`src/rtl/ahb_burst_master_if.sv`:
```
// AHB-Lite bus bundle between the burst master and a slave.
// The master modport drives address/control/write data; the slave returns ready, response and read data.
interface ahb_burst_master_if #(
    parameter int unsigned ADDR_W = 32,
    parameter int unsigned DATA_W = 32
);
    logic [ADDR_W-1:0] HADDR;
    logic              HWRITE;
    logic [2:0]        HSIZE;
    logic [2:0]        HBURST;
    logic [1:0]        HTRANS;
    logic [DATA_W-1:0] HWDATA;
    logic [DATA_W-1:0] HRDATA;
    logic              HREADY;
    logic              HRESP;

    modport master (
        output HADDR, HWRITE, HSIZE, HBURST, HTRANS, HWDATA,
        input  HRDATA, HREADY, HRESP
    );

    modport slave (
        input  HADDR, HWRITE, HSIZE, HBURST, HTRANS, HWDATA,
        output HRDATA, HREADY, HRESP
    );
endinterface

```
`src/rtl/ahb_burst_master.sv`:
```
// AHB-Lite burst master: SINGLE/INCRx/WRAPx reads and writes fed by an internal write FIFO,
// returning read data through an internal read FIFO, with wait-state and two-cycle ERROR handling.
module ahb_burst_master #(
    parameter int unsigned ADDR_W     = 32,
    parameter int unsigned DATA_W     = 32,
    parameter int unsigned FIFO_DEPTH = 16,
    parameter int unsigned PTR_W      = $clog2(FIFO_DEPTH)
) (
    input  logic                CLK_MASTER,
    input  logic                RESET_MASTER,
    ahb_burst_master_if.master  ahb,
    input  logic                cmd_valid,
    output logic                cmd_ready,
    input  logic                cmd_write,
    input  logic [ADDR_W-1:0]   cmd_addr,
    input  logic [4:0]          cmd_beats,
    input  logic                cmd_wrap,
    input  logic                wr_push,
    input  logic [DATA_W-1:0]   wr_data,
    output logic                wfifo_full,
    output logic [PTR_W:0]      wfifo_level,
    input  logic                rd_pop,
    output logic [DATA_W-1:0]   rd_data,
    output logic                rfifo_empty,
    output logic                done,
    output logic                err
);
    localparam int unsigned    BYTE_OFF = $clog2(DATA_W / 8);
    localparam logic [PTR_W:0] DEPTH_L  = (PTR_W + 1)'(FIFO_DEPTH);

    typedef enum logic [2:0] {StIdle, StAddr, StBurst, StLast, StErr1, StErr2} state_e;

    state_e            state_q, state_d;
    logic [ADDR_W-1:0] addr_q, addr_d;
    logic [4:0]        beats_q, beats_d;
    logic [4:0]        beat_q, beat_d;   // beat whose address is on the bus
    logic [4:0]        ok_q, ok_d;       // data phases completed with OKAY
    logic              wrap_q, wrap_d, write_q, write_d;
    logic [2:0]        hburst_q, hburst_d;
    logic [DATA_W-1:0] hwdata_q, hwdata_d;
    logic              done_q, done_d, err_q, err_d;

    logic [DATA_W-1:0] wmem [FIFO_DEPTH];
    logic [PTR_W-1:0]  wrptr_q, wwptr_q;
    logic [PTR_W:0]    wlevel_q, wpop_n;
    logic              wpush_ok;
    logic [DATA_W-1:0] whead_nxt;

    logic [DATA_W-1:0] rmem [FIFO_DEPTH];
    logic [PTR_W-1:0]  rrptr_q, rwptr_q;
    logic [PTR_W:0]    rlevel_q;
    logic [DATA_W-1:0] rd_data_q;
    logic              rpush, rpush_ok, rpop_ok, rfifo_full;

    logic              cmd_legal, enough, accept, dphase, d_ok;
    logic [PTR_W:0]    beats_w;
    logic [ADDR_W-1:0] wmask, incr_addr, addr_nxt;

    assign wfifo_level = wlevel_q;
    assign wfifo_full  = (wlevel_q == DEPTH_L);
    assign rfifo_empty = (rlevel_q == '0);
    assign rfifo_full  = (rlevel_q == DEPTH_L);
    assign rd_data     = rd_data_q;
    assign done        = done_q;
    assign err         = err_q;

    assign cmd_legal = (cmd_beats == 5'd1) || (cmd_beats == 5'd4) ||
                       (cmd_beats == 5'd8) || (cmd_beats == 5'd16);
    assign beats_w   = (PTR_W + 1)'(cmd_beats);
    assign enough    = cmd_write ? (wlevel_q >= beats_w) : ((DEPTH_L - rlevel_q) >= beats_w);
    // Illegal commands move no data, so buffering does not gate them.
    assign cmd_ready = RESET_MASTER && (state_q == StIdle) && (!cmd_legal || enough);
    assign accept    = cmd_valid && cmd_ready;

    assign dphase = (state_q == StBurst) || (state_q == StLast);
    assign d_ok   = dphase && ahb.HREADY && !ahb.HRESP;

    assign wmask     = (ADDR_W'(beats_q) << BYTE_OFF) - ADDR_W'(1);
    assign incr_addr = addr_q + ADDR_W'(DATA_W / 8);
    assign addr_nxt  = (wrap_q && beats_q != 5'd1) ? ((addr_q & ~wmask) | (incr_addr & wmask))
                                                   : incr_addr;

    // The beat being launched sees the entry behind the one popping this cycle.
    assign whead_nxt = (wpop_n != '0) ? wmem[wrptr_q + PTR_W'(1)] : wmem[wrptr_q];
    assign wpush_ok  = wr_push && !wfifo_full;
    assign rpush     = d_ok && !write_q;
    assign rpush_ok  = rpush && !rfifo_full;
    assign rpop_ok   = rd_pop && !rfifo_empty;

    assign ahb.HADDR  = addr_q;
    assign ahb.HWRITE = write_q;
    assign ahb.HSIZE  = 3'(BYTE_OFF);
    assign ahb.HBURST = hburst_q;
    assign ahb.HWDATA = hwdata_q;

    always_comb begin
        unique case (state_q)
            StAddr:  ahb.HTRANS = 2'b10;
            StBurst: ahb.HTRANS = 2'b11;
            default: ahb.HTRANS = 2'b00;
        endcase
    end

    always_comb begin
        state_d  = state_q;
        addr_d   = addr_q;
        beats_d  = beats_q;
        beat_d   = beat_q;
        ok_d     = ok_q + 5'(d_ok);
        wrap_d   = wrap_q;
        write_d  = write_q;
        hburst_d = hburst_q;
        hwdata_d = hwdata_q;
        done_d   = 1'b0;
        err_d    = 1'b0;
        wpop_n   = (d_ok && write_q) ? (PTR_W + 1)'(1) : '0;
        unique case (state_q)
            StIdle: begin
                if (accept && cmd_legal) begin
                    state_d = StAddr;
                    addr_d  = {cmd_addr[ADDR_W-1:BYTE_OFF], {BYTE_OFF{1'b0}}};
                    beats_d = cmd_beats;
                    wrap_d  = cmd_wrap;
                    write_d = cmd_write;
                    beat_d  = '0;
                    ok_d    = '0;
                    case (cmd_beats)
                        5'd4:    hburst_d = {2'b01, !cmd_wrap};
                        5'd8:    hburst_d = {2'b10, !cmd_wrap};
                        5'd16:   hburst_d = {2'b11, !cmd_wrap};
                        default: hburst_d = 3'b000;
                    endcase
                end else if (accept) begin
                    done_d = 1'b1;
                    err_d  = 1'b1;
                end
            end
            StAddr, StBurst: begin
                if (state_q == StBurst && ahb.HRESP && !ahb.HREADY) begin
                    state_d = StErr1;
                end else if (ahb.HREADY) begin
                    if (write_q) hwdata_d = whead_nxt;
                    if (beat_q == beats_q - 5'd1) begin
                        state_d = StLast;
                    end else begin
                        state_d = StBurst;
                        addr_d  = addr_nxt;
                        beat_d  = beat_q + 5'd1;
                    end
                end
            end
            StLast: begin
                if (ahb.HRESP && !ahb.HREADY) begin
                    state_d = StErr1;
                end else if (ahb.HREADY) begin
                    state_d = StIdle;
                    done_d  = 1'b1;
                end
            end
            StErr1: begin
                state_d = StErr2;
                // Drop the errored beat and everything not yet sent so the next burst stays aligned.
                if (write_q) wpop_n = (PTR_W + 1)'(beats_q - ok_q);
            end
            StErr2: begin
                if (ahb.HREADY) begin
                    state_d = StIdle;
                    done_d  = 1'b1;
                    err_d   = 1'b1;
                end
            end
            default: state_d = StIdle;
        endcase
    end

    always_ff @(posedge CLK_MASTER) begin
        if (!RESET_MASTER) begin
            state_q  <= StIdle;
            addr_q   <= '0;
            beats_q  <= '0;
            beat_q   <= '0;
            ok_q     <= '0;
            wrap_q   <= 1'b0;
            write_q  <= 1'b0;
            hburst_q <= 3'b000;
            hwdata_q <= '0;
            done_q   <= 1'b0;
            err_q    <= 1'b0;
        end else begin
            state_q  <= state_d;
            addr_q   <= addr_d;
            beats_q  <= beats_d;
            beat_q   <= beat_d;
            ok_q     <= ok_d;
            wrap_q   <= wrap_d;
            write_q  <= write_d;
            hburst_q <= hburst_d;
            hwdata_q <= hwdata_d;
            done_q   <= done_d;
            err_q    <= err_d;
        end
    end

    always_ff @(posedge CLK_MASTER) begin
        if (wpush_ok) wmem[wwptr_q] <= wr_data;
        if (rpush_ok) rmem[rwptr_q] <= ahb.HRDATA;
    end

    always_ff @(posedge CLK_MASTER) begin
        if (!RESET_MASTER) begin
            wrptr_q   <= '0;
            wwptr_q   <= '0;
            wlevel_q  <= '0;
            rrptr_q   <= '0;
            rwptr_q   <= '0;
            rlevel_q  <= '0;
            rd_data_q <= '0;
        end else begin
            if (wpush_ok) wwptr_q <= wwptr_q + PTR_W'(1);
            wrptr_q  <= wrptr_q + PTR_W'(wpop_n);
            wlevel_q <= wlevel_q + (PTR_W + 1)'(wpush_ok) - wpop_n;
            if (rpush_ok) rwptr_q <= rwptr_q + PTR_W'(1);
            if (rpop_ok) rrptr_q <= rrptr_q + PTR_W'(1);
            rlevel_q <= rlevel_q + (PTR_W + 1)'(rpush_ok) - (PTR_W + 1)'(rpop_ok);
            // Registered head: follows the next entry, or the incoming word, and holds when empty.
            if (rpop_ok) begin
                if (rlevel_q > (PTR_W + 1)'(1)) rd_data_q <= rmem[rrptr_q + PTR_W'(1)];
                else if (rpush_ok)               rd_data_q <= ahb.HRDATA;
            end else if (rfifo_empty && rpush_ok) begin
                rd_data_q <= ahb.HRDATA;
            end
        end
    end
endmodule

```
`src/flat_wrapper.sv`:
```
// flat-port wrapper written by rule: the top's interface ports become plain ports
module ahb_burst_master_flat 
#(
    parameter int unsigned ADDR_W     = 32,
    parameter int unsigned DATA_W     = 32,
    parameter int unsigned FIFO_DEPTH = 16,
    parameter int unsigned PTR_W      = $clog2(FIFO_DEPTH)
)
  (CLK_MASTER, RESET_MASTER, cmd_valid, cmd_ready, cmd_write, cmd_addr, cmd_beats, cmd_wrap, wr_push, wr_data, wfifo_full, wfifo_level, rd_pop, rd_data, rfifo_empty, done, err, ahb_HADDR, ahb_HWRITE, ahb_HSIZE, ahb_HBURST, ahb_HTRANS, ahb_HWDATA, ahb_HRDATA, ahb_HREADY, ahb_HRESP);
  ahb_burst_master_if #(.ADDR_W(ADDR_W), .DATA_W(DATA_W)) ahb_i ();
  input  logic CLK_MASTER;
  input  logic RESET_MASTER;
  input  logic cmd_valid;
  output logic cmd_ready;
  input  logic cmd_write;
  input  logic [ADDR_W-1:0] cmd_addr;
  input  logic [4:0] cmd_beats;
  input  logic cmd_wrap;
  input  logic wr_push;
  input  logic [DATA_W-1:0] wr_data;
  output logic wfifo_full;
  output logic [PTR_W:0] wfifo_level;
  input  logic rd_pop;
  output logic [DATA_W-1:0] rd_data;
  output logic rfifo_empty;
  output logic done;
  output logic err;
  output wire logic [$bits(ahb_i.HADDR)-1:0] ahb_HADDR;
  output wire logic [$bits(ahb_i.HWRITE)-1:0] ahb_HWRITE;
  output wire logic [$bits(ahb_i.HSIZE)-1:0] ahb_HSIZE;
  output wire logic [$bits(ahb_i.HBURST)-1:0] ahb_HBURST;
  output wire logic [$bits(ahb_i.HTRANS)-1:0] ahb_HTRANS;
  output wire logic [$bits(ahb_i.HWDATA)-1:0] ahb_HWDATA;
  input wire logic [$bits(ahb_i.HRDATA)-1:0] ahb_HRDATA;
  input wire logic [$bits(ahb_i.HREADY)-1:0] ahb_HREADY;
  input wire logic [$bits(ahb_i.HRESP)-1:0] ahb_HRESP;
  assign ahb_HADDR = ahb_i.HADDR;
  assign ahb_HWRITE = ahb_i.HWRITE;
  assign ahb_HSIZE = ahb_i.HSIZE;
  assign ahb_HBURST = ahb_i.HBURST;
  assign ahb_HTRANS = ahb_i.HTRANS;
  assign ahb_HWDATA = ahb_i.HWDATA;
  assign ahb_i.HRDATA = ahb_HRDATA;
  assign ahb_i.HREADY = ahb_HREADY;
  assign ahb_i.HRESP = ahb_HRESP;
  ahb_burst_master #(.ADDR_W(ADDR_W), .DATA_W(DATA_W), .FIFO_DEPTH(FIFO_DEPTH), .PTR_W(PTR_W)) u_core (.CLK_MASTER(CLK_MASTER), .RESET_MASTER(RESET_MASTER), .ahb(ahb_i), .cmd_valid(cmd_valid), .cmd_ready(cmd_ready), .cmd_write(cmd_write), .cmd_addr(cmd_addr), .cmd_beats(cmd_beats), .cmd_wrap(cmd_wrap), .wr_push(wr_push), .wr_data(wr_data), .wfifo_full(wfifo_full), .wfifo_level(wfifo_level), .rd_pop(rd_pop), .rd_data(rd_data), .rfifo_empty(rfifo_empty), .done(done), .err(err));
endmodule
```
`config.mk`:
```
export PLATFORM = sky130hd
export DESIGN_NAME = ahb_burst_master_flat
export DESIGN_NICKNAME = d
export VERILOG_FILES = /design/src/rtl/ahb_burst_master_if.sv /design/src/rtl/ahb_burst_master.sv /design/src/flat_wrapper.sv
export SDC_FILE = /design/constraint.sdc
export NUM_CORES = 2
export LEC_CHECK = 0
export CORE_MARGIN = 1
export CORE_UTILIZATION = 50
export CTS_CLUSTER_DIAMETER = 100
export DETAILED_ROUTE_END_ITERATION = 12
export HOLD_SLACK_MARGIN = 0.02
export PLACE_DENSITY_LB_ADDON = 0.1
export SLEW_MARGIN = 0
export SYNTH_ARGS = -nofsm -noshare
export SYNTH_HDL_FRONTEND = slang
export SYNTH_SLANG_ARGS = --single-unit
```
`constraint.sdc`:
```
create_clock -name CLK_MASTER -period 5.19 [get_ports CLK_MASTER]
set_clock_uncertainty 0.05 [all_clocks]
set_input_delay 1.038 -clock CLK_MASTER [delete_from_list [all_inputs] [get_ports CLK_MASTER]]
set_output_delay 1.038 -clock CLK_MASTER [all_outputs]
set_load 0.1 [all_outputs]
```
Word level (Yosys, flattened, before mapping)
Memories as Yosys holds them, arrays and structs flattened. A register that Yosys moved wholly into a read port is not among the register bits.
Cells that the tools add are included.
Word-level totals
  register bits after elaboration: 147
  bits in writable memories: 1024
  output and inout bits: 115
  memories kept: 2
Operators by class
  add/sub/neg operators: 16
  magnitude comparators: 3
  eq/ne operators: 19
  multiplexer cells: 42
  bitwise logic cells: 5
  reductions and logical operators: 40
Memory list
  u_core.rmem: words 16, bits a word 32, rd ports 1, clocked after memory_dff 0, wr ports 1, line ahb_burst_master.sv:49  | logic [DATA_W-1:0] rmem [FIFO_DEPTH];
  u_core.wmem: words 16, bits a word 32, rd ports 2, clocked after memory_dff 1, wr ports 1, line ahb_burst_master.sv:43  | logic [DATA_W-1:0] wmem [FIFO_DEPTH];
Operators by type and width (number)
  $mux W32: 10
  $and A32 B32 Y32: 2
  $pmux W32 S2: 1
  $mux W5: 8
  $add A32 B3 Y32 const B: 1
  $not A32 Y32: 1
  $or A32 B32 Y32: 1
  $add A4 B1 Y4 const B: 4
  $logic_and A1 B1 Y1: 16
  $add A5 B1 Y5: 3
  $eq A5 B5 Y1 const B: 3
  $mux W3: 5
  $pmux W3 S5: 1
  $mux W1: 11
  $ge A5 B5 Y1: 2
  $pmux W5 S2: 1
  $sub A5 B5 Y5: 2
  $pmux W3 S3: 1
  $logic_not A1 Y1: 8
  $ne A2 B2 Y1 const B: 4
  $sub A7 B1 Y8 const B: 1
  $eq A3 B2 Y1 const B: 2
  $eq A3 B3 Y1 const B: 2
  $ne A3 B2 Y1 const B: 2
  26 further kinds: 33

Depth between registers and ports, before layout
  depth after elaboration: 11
  mapped depth: 16
  mapped depth without buffers: 15

Worst setup path before layout
Ideal clock, no wire load.
  path kind: register to register
  from: reg u_core.wlevel_q[0] (netlist: u_core.wfifo_level[0])
  to: mem u_core.wmem[3][0] (enable)
  arrival time: 4.522 ns
  data required time: 4.679 ns
  slack: 0.157 ns
  stages on the path, launching flop included: 7
  buffers on the path: 1
  period minus slack after synthesis: 5.033 ns
  cells stage by stage: dfxtp_1 > nor4_1 > and2_1 > nor2b_1 > clkbuf_1 > nand2_1 > nor3_1
On the way
  longest elaborated chain between the ends: 5
RTL lines
  start: declaration: line ahb_burst_master.sv:45  | logic [PTR_W:0] wlevel_q, wpop_n;
  start signal: assignment: line ahb_burst_master.sv:221  | wlevel_q <= wlevel_q + (PTR_W + 1)'(wpush_ok) - wpop_n;
  $eq A5 B5 Y1: line ahb_burst_master.sv:60  | assign wfifo_full = (wlevel_q == DEPTH_L);
  named net wfifo_full: line flat_wrapper.sv:21  | output logic wfifo_full;
  $logic_not A1 Y1: line ahb_burst_master.sv:85  | assign wpush_ok = wr_push && !wfifo_full;
  $logic_and A1 B1 Y1: line ahb_burst_master.sv:85
  named net u_core.wpush_ok: line ahb_burst_master.sv:46  | logic wpush_ok;
  $mux W1: line ahb_burst_master.sv:205  | if (wpush_ok) wmem[wwptr_q] <= wr_data;
  $mux W1 (not written as such): line ahb_burst_master.sv:205
  end: declaration: line ahb_burst_master.sv:43
The timed path passes the listed nets, and every way through them passes these cells.

Worst setup path after layout
  from: reg u_core.rlevel_q[1]
  to: out cmd_ready
On the way
  longest elaborated chain between the ends: 5
RTL lines
  start: declaration: line ahb_burst_master.sv:51  | logic [PTR_W:0] rlevel_q;
  start signal: assignment: line ahb_burst_master.sv:224  | rlevel_q <= rlevel_q + (PTR_W + 1)'(rpush_ok) - (PTR_W + 1)'(rpop_ok);
  $sub A5 B5 Y5: line ahb_burst_master.sv:70  | assign enough = cmd_write ? (wlevel_q >= beats_w) : ((DEPTH_L - rlevel_q) >= beats_w);
  $ge A5 B5 Y1: line ahb_burst_master.sv:70
  $mux W1: line ahb_burst_master.sv:70
  $logic_or A1 B1 Y1: line ahb_burst_master.sv:72  | assign cmd_ready = RESET_MASTER && (state_q == StIdle) && (!cmd_legal || enough);
  $logic_and A1 B1 Y1: line ahb_burst_master.sv:72
  end: declaration: line flat_wrapper.sv:14  | output logic cmd_ready;
Every way passes these cells.

==> results.sh <==
export IMPL_status="completed"
export IMPL_crit_arrival_ns=3.50
export IMPL_initial_utilization=0.505
export IMPL_final_core_util=0.586
export IMPL_fin_cells=4307
export IMPL_power_density_nw_per_um2=439
export IMPL_maxSlewHeadroom=0.186
export IMPL_worst_setup_path_startpoint="u_core.rlevel_q[1]$_SDFF_PN0_"
export IMPL_postSynth_topFlopCell="sky130_fd_sc_hd__edfxtp_1"
export IMPL_worst_skew_pair_late_latency_ns=0.73
export IMPL_synth_area_in_compound_gates=0.0348
export IMPL_cts_htree_levels=3
export IMPL_coreArea_um2=100000
export IMPL_synthToLayoutAreaGrowth_pct=16.1
export IMPL_fillers=7275
export IMPL_worstHoldPathType="reg2reg"
export IMPL_first_pass_grt_wire_length_mm=184
export IMPL_comb_power_share=0.225
export IMPL_synth_simple_gate_area_frac=0.0322
export IMPL_post_cts_resized=0
export IMPL_peakVddDrop_mv=0.738
export IMPL_ctsLongestPathBuffers=3
export IMPL_switchingPower_mw=7.51
export IMPL_antenna_found_initial=13
export IMPL_detail_route_vias_per_cell=6.35
export IMPL_final_layout_size_suffix_gt1_frac=0.273
export IMPL_report_final_slew_viol_count=0
export IMPL_netSwitchingFraction=0.292
export IMPL_cts_buffers=121
export IMPL_async_flop_share=0
export IMPL_fp_row_count=116
export IMPL_finalCriticalPeriod_ns=4.58
export IMPL_cts_clk_slew_worst_paths_ns=0.06
export IMPL_combinational_family_with_the_most_area_after_synthesis="multiplexers"
export IMPL_die_height_um=320
export IMPL_globalRouteOverflowTotal=0
export IMPL_drt_drc_violations_left=0
export IMPL_number_of_sinks_driven_by_the_clock_tree=1169
export IMPL_die_w_um=320
export IMPL_timing_critical_path_required_ns=4.10
export IMPL_grt_start_max_net_pins=135
export IMPL_seq_power_share=0.422
export IMPL_count_of_different_cell_masters_after_synthesis=69
export IMPL_final_setup_tns_ns=0
export IMPL_hold_ws_ns=0.408
export IMPL_cts_hold_buf=0
export IMPL_gp_congestion=0.840
export IMPL_min_from="u_core.ahb.HBURST[1]$_SDFFE_PN0P_"
export IMPL_final_setup_viol_count=0
export IMPL_min_period_over_period=0.883
export IMPL_synth_edf_count=1024
export IMPL_share_clk_of_total_power=0.353
export IMPL_ys_warnings_count=0
export IMPL_grt_util_all_layers=0.247
export IMPL_postSynthCellCount=2660
export IMPL_synth_seq_area_share=0.667
export IMPL_power_leakage_nw=18.4
export IMPL_ios=225
export IMPL_rr_startpoint="u_core.rlevel_q[1]$_SDFF_PN0_"
export IMPL_drc_violation_total_after_the_first_tritonroute_iteration=2633
export IMPL_timing_worst_slew_pin_value_ns=1.22
export IMPL_cts_tree="built"
export IMPL_place_port_buffers=217
export IMPL_rsz0062_at_grt="false"
export IMPL_fp_dieArea_um2=102000
export IMPL_first_global_vias=28200
export IMPL_fmax_mhz=218
export IMPL_timing_critical_path_from_type="flop"
export IMPL_synth_seq_cells=1169
export IMPL_ant_nets=0
export IMPL_route_vias_total=27400
export IMPL_multiplexer_share_of_the_synthesized_area=0.216
export IMPL_synthesis_area_per_instance_um2=19.0
export IMPL_cts_root_buf="sky130_fd_sc_hd__clkbuf_16"
export IMPL_synthXorXnorAreaFrac=0.0109
export IMPL_critical_path_peak_fanout=5
export IMPL_detailedRoute_firstPassIterationCount=5
export IMPL_postRouteWirelength_mm=125
export IMPL_avgRoutedWirePerCell_um=29.0
export IMPL_hold_viol=0
export IMPL_cell_internal_pwr_mw=18.2
export IMPL_synthesis_area_um2=50500
export IMPL_cp_end_kind="primary output"
export IMPL_synthesized_area_fraction_occupied_by_adder_cells=0.0150
export IMPL_critPathKind="reg2out"
export IMPL_hpwlAfterDp_mm=67.5
export IMPL_place_inst=4070
export IMPL_setup_buffers_after_cts=0
export IMPL_cap_violations=0
export IMPL_finalNetCount=3063
area by class of cell:
cell class | count | area, um2 | area share
multi-input combinational | 1237 | 15900 | 0.272
clock inverter | 73 | 913 | 0.0156
sequential | 1169 | 33700 | 0.574
inverter | 72 | 270 | 0.00461
antenna | 7 | 17.5 | 0.000299
clock buffer | 157 | 3310 | 0.0565
tap | 1298 | 1620 | 0.0277
timing repair buffer | 294 | 2880 | 0.0491
cell usage in the layout (no fill, tap or decap), drive strengths merged, types with 58 or more instances in the layout:
cell type and instances:
clkdlybuf4s50 214, edfxtp 1024, buf 80, inv 75
nand2 142, dfxtp 145, a21oi 88, o21ai 58
mux4 480, nor2 88, clkbuf 157
critical path: stages (launching register included):
cell,delay (ns)
sky130_fd_sc_hd__dfxtp_1,0.39
sky130_fd_sc_hd__inv_1,0.13
sky130_fd_sc_hd__ha_1,0.22
sky130_fd_sc_hd__and2_1,0.16
sky130_fd_sc_hd__ha_1,0.28
sky130_fd_sc_hd__inv_1,0.05
sky130_fd_sc_hd__ha_1,0.29
sky130_fd_sc_hd__o211ai_1,0.09
sky130_fd_sc_hd__or3_1,0.40
sky130_fd_sc_hd__and3_1,0.24
sky130_fd_sc_hd__a21oi_1,0.31
sky130_fd_sc_hd__buf_12,0.22
cells by family (layout without fill, tap and decap cells):
family,count (synthesis),after routing
flops,1169,1169
mux,491,491
simple gates,348,348
compound gates,273,273
buf+inv,257,596
xor+xnor,62,62
fa+ha+maj,58,58
other cells,2,12
worst paths after layout:
path	to	slack, ns	cells after the start
worst min register to register	u_core.ahb.HBURST[1]$_SDFFE_PN0P_	0.41	2
worst max register to register	u_core.ahb.HADDR[22]$_SDFFE_PN0P_	1.49	13
worst max-delay path	cmd_ready	0.61	11
worst min-delay path	u_core.ahb.HBURST[1]$_SDFFE_PN0P_	0.41	2
through the flow:
step	power [mW]	cell area, um2	setup WS [ns]
floorplan	15.3	50500	0.157
global placement	16.8	54400	0.743
detailed placement	16.9	54400	0.681
CTS	25.9	58600	0.537
global route	26.6	58600	0.422
finish	25.7	58600	0.606
metal layers:
metal  routed length (um)  GRT usage  vias up
met2                60500      0.395     1075
met4                 3340     0.0794       10
met5                   68          0        -
met1                51900      0.347    14600
li1                     -          -    11500
met3                 8920     0.0443      228
sequential cells by signal (all words and copies together) (netlist names), 5 cells and up:
name / flops
u_core.ahb.HADDR: 30
u_core.ahb.HWDATA: 32
u_core.beat_q: 5
u_core.beats_q: 5
u_core.ok_q: 5
u_core.rd_data: 32
u_core.rlevel_q: 5
u_core.rmem: 512
u_core.wfifo_level: 5
u_core.wmem: 512
cells in the mapped netlist, types with 3 or more instances:
cell,number,area share
sky130_fd_sc_hd__edfxtp_1,1024,0.61
sky130_fd_sc_hd__mux4_2,480,0.21
sky130_fd_sc_hd__dfxtp_1,145,0.057
sky130_fd_sc_hd__nand2_1,142,0.011
sky130_fd_sc_hd__a21oi_1,88,0.0087
sky130_fd_sc_hd__nor2_1,86,0.0064
sky130_fd_sc_hd__clkbuf_1,81,0.0060
sky130_fd_sc_hd__inv_1,70,0.0052
sky130_fd_sc_hd__ha_1,54,0.013
sky130_fd_sc_hd__buf_2,50,0.0050
sky130_fd_sc_hd__o21ai_1,42,0.0042
sky130_fd_sc_hd__a31oi_1,35,0.0043
sky130_fd_sc_hd__xnor2_1,35,0.0061
sky130_fd_sc_hd__o221ai_1,32,0.0056
sky130_fd_sc_hd__nand3_1,29,0.0029
sky130_fd_sc_hd__xor2_1,26,0.0045
sky130_fd_sc_hd__buf_4,24,0.0036
sky130_fd_sc_hd__buf_1,17,0.0013
sky130_fd_sc_hd__nor3_1,16,0.0016
sky130_fd_sc_hd__o21ai_0,16,0.0016
sky130_fd_sc_hd__buf_6,13,0.0029
sky130_fd_sc_hd__nand4_1,12,0.0015
sky130_fd_sc_hd__mux2i_1,11,0.0022
sky130_fd_sc_hd__nor4_1,9,0.0011
sky130_fd_sc_hd__and2_1,8,0.00099
sky130_fd_sc_hd__o211ai_1,8,0.0012
sky130_fd_sc_hd__and3_1,7,0.00087
sky130_fd_sc_hd__nor2b_1,7,0.00087
sky130_fd_sc_hd__a211oi_1,6,0.00089
sky130_fd_sc_hd__a21o_1,6,0.00089
sky130_fd_sc_hd__nand2b_1,6,0.00074
sky130_fd_sc_hd__and4_1,5,0.00087
sky130_fd_sc_hd__o221a_1,5,0.0011
sky130_fd_sc_hd__o31ai_1,5,0.00074
sky130_fd_sc_hd__fa_1,4,0.0016
sky130_fd_sc_hd__o32ai_1,4,0.00069
sky130_fd_sc_hd__o41ai_1,4,0.00069
sky130_fd_sc_hd__or3_1,4,0.00050
sky130_fd_sc_hd__nor3_2,3,0.00059
sky130_fd_sc_hd__o21a_1,3,0.00045
power by group through the flow:
stage | sequential (mW) | clock, mW | combinational, mW
3_5_place_dp | 11.1 | 0 | 5.80
5_1_grt | 10.9 | 9.60 | 6.14
6_report | 10.9 | 9.08 | 5.78
2_1_floorplan | 12.1 | 0 | 3.26
4_1_cts | 10.9 | 9.24 | 5.83
3_3_place_gp | 11.0 | 0 | 5.74
Note: power is estimated with default switching activity, not from simulation.
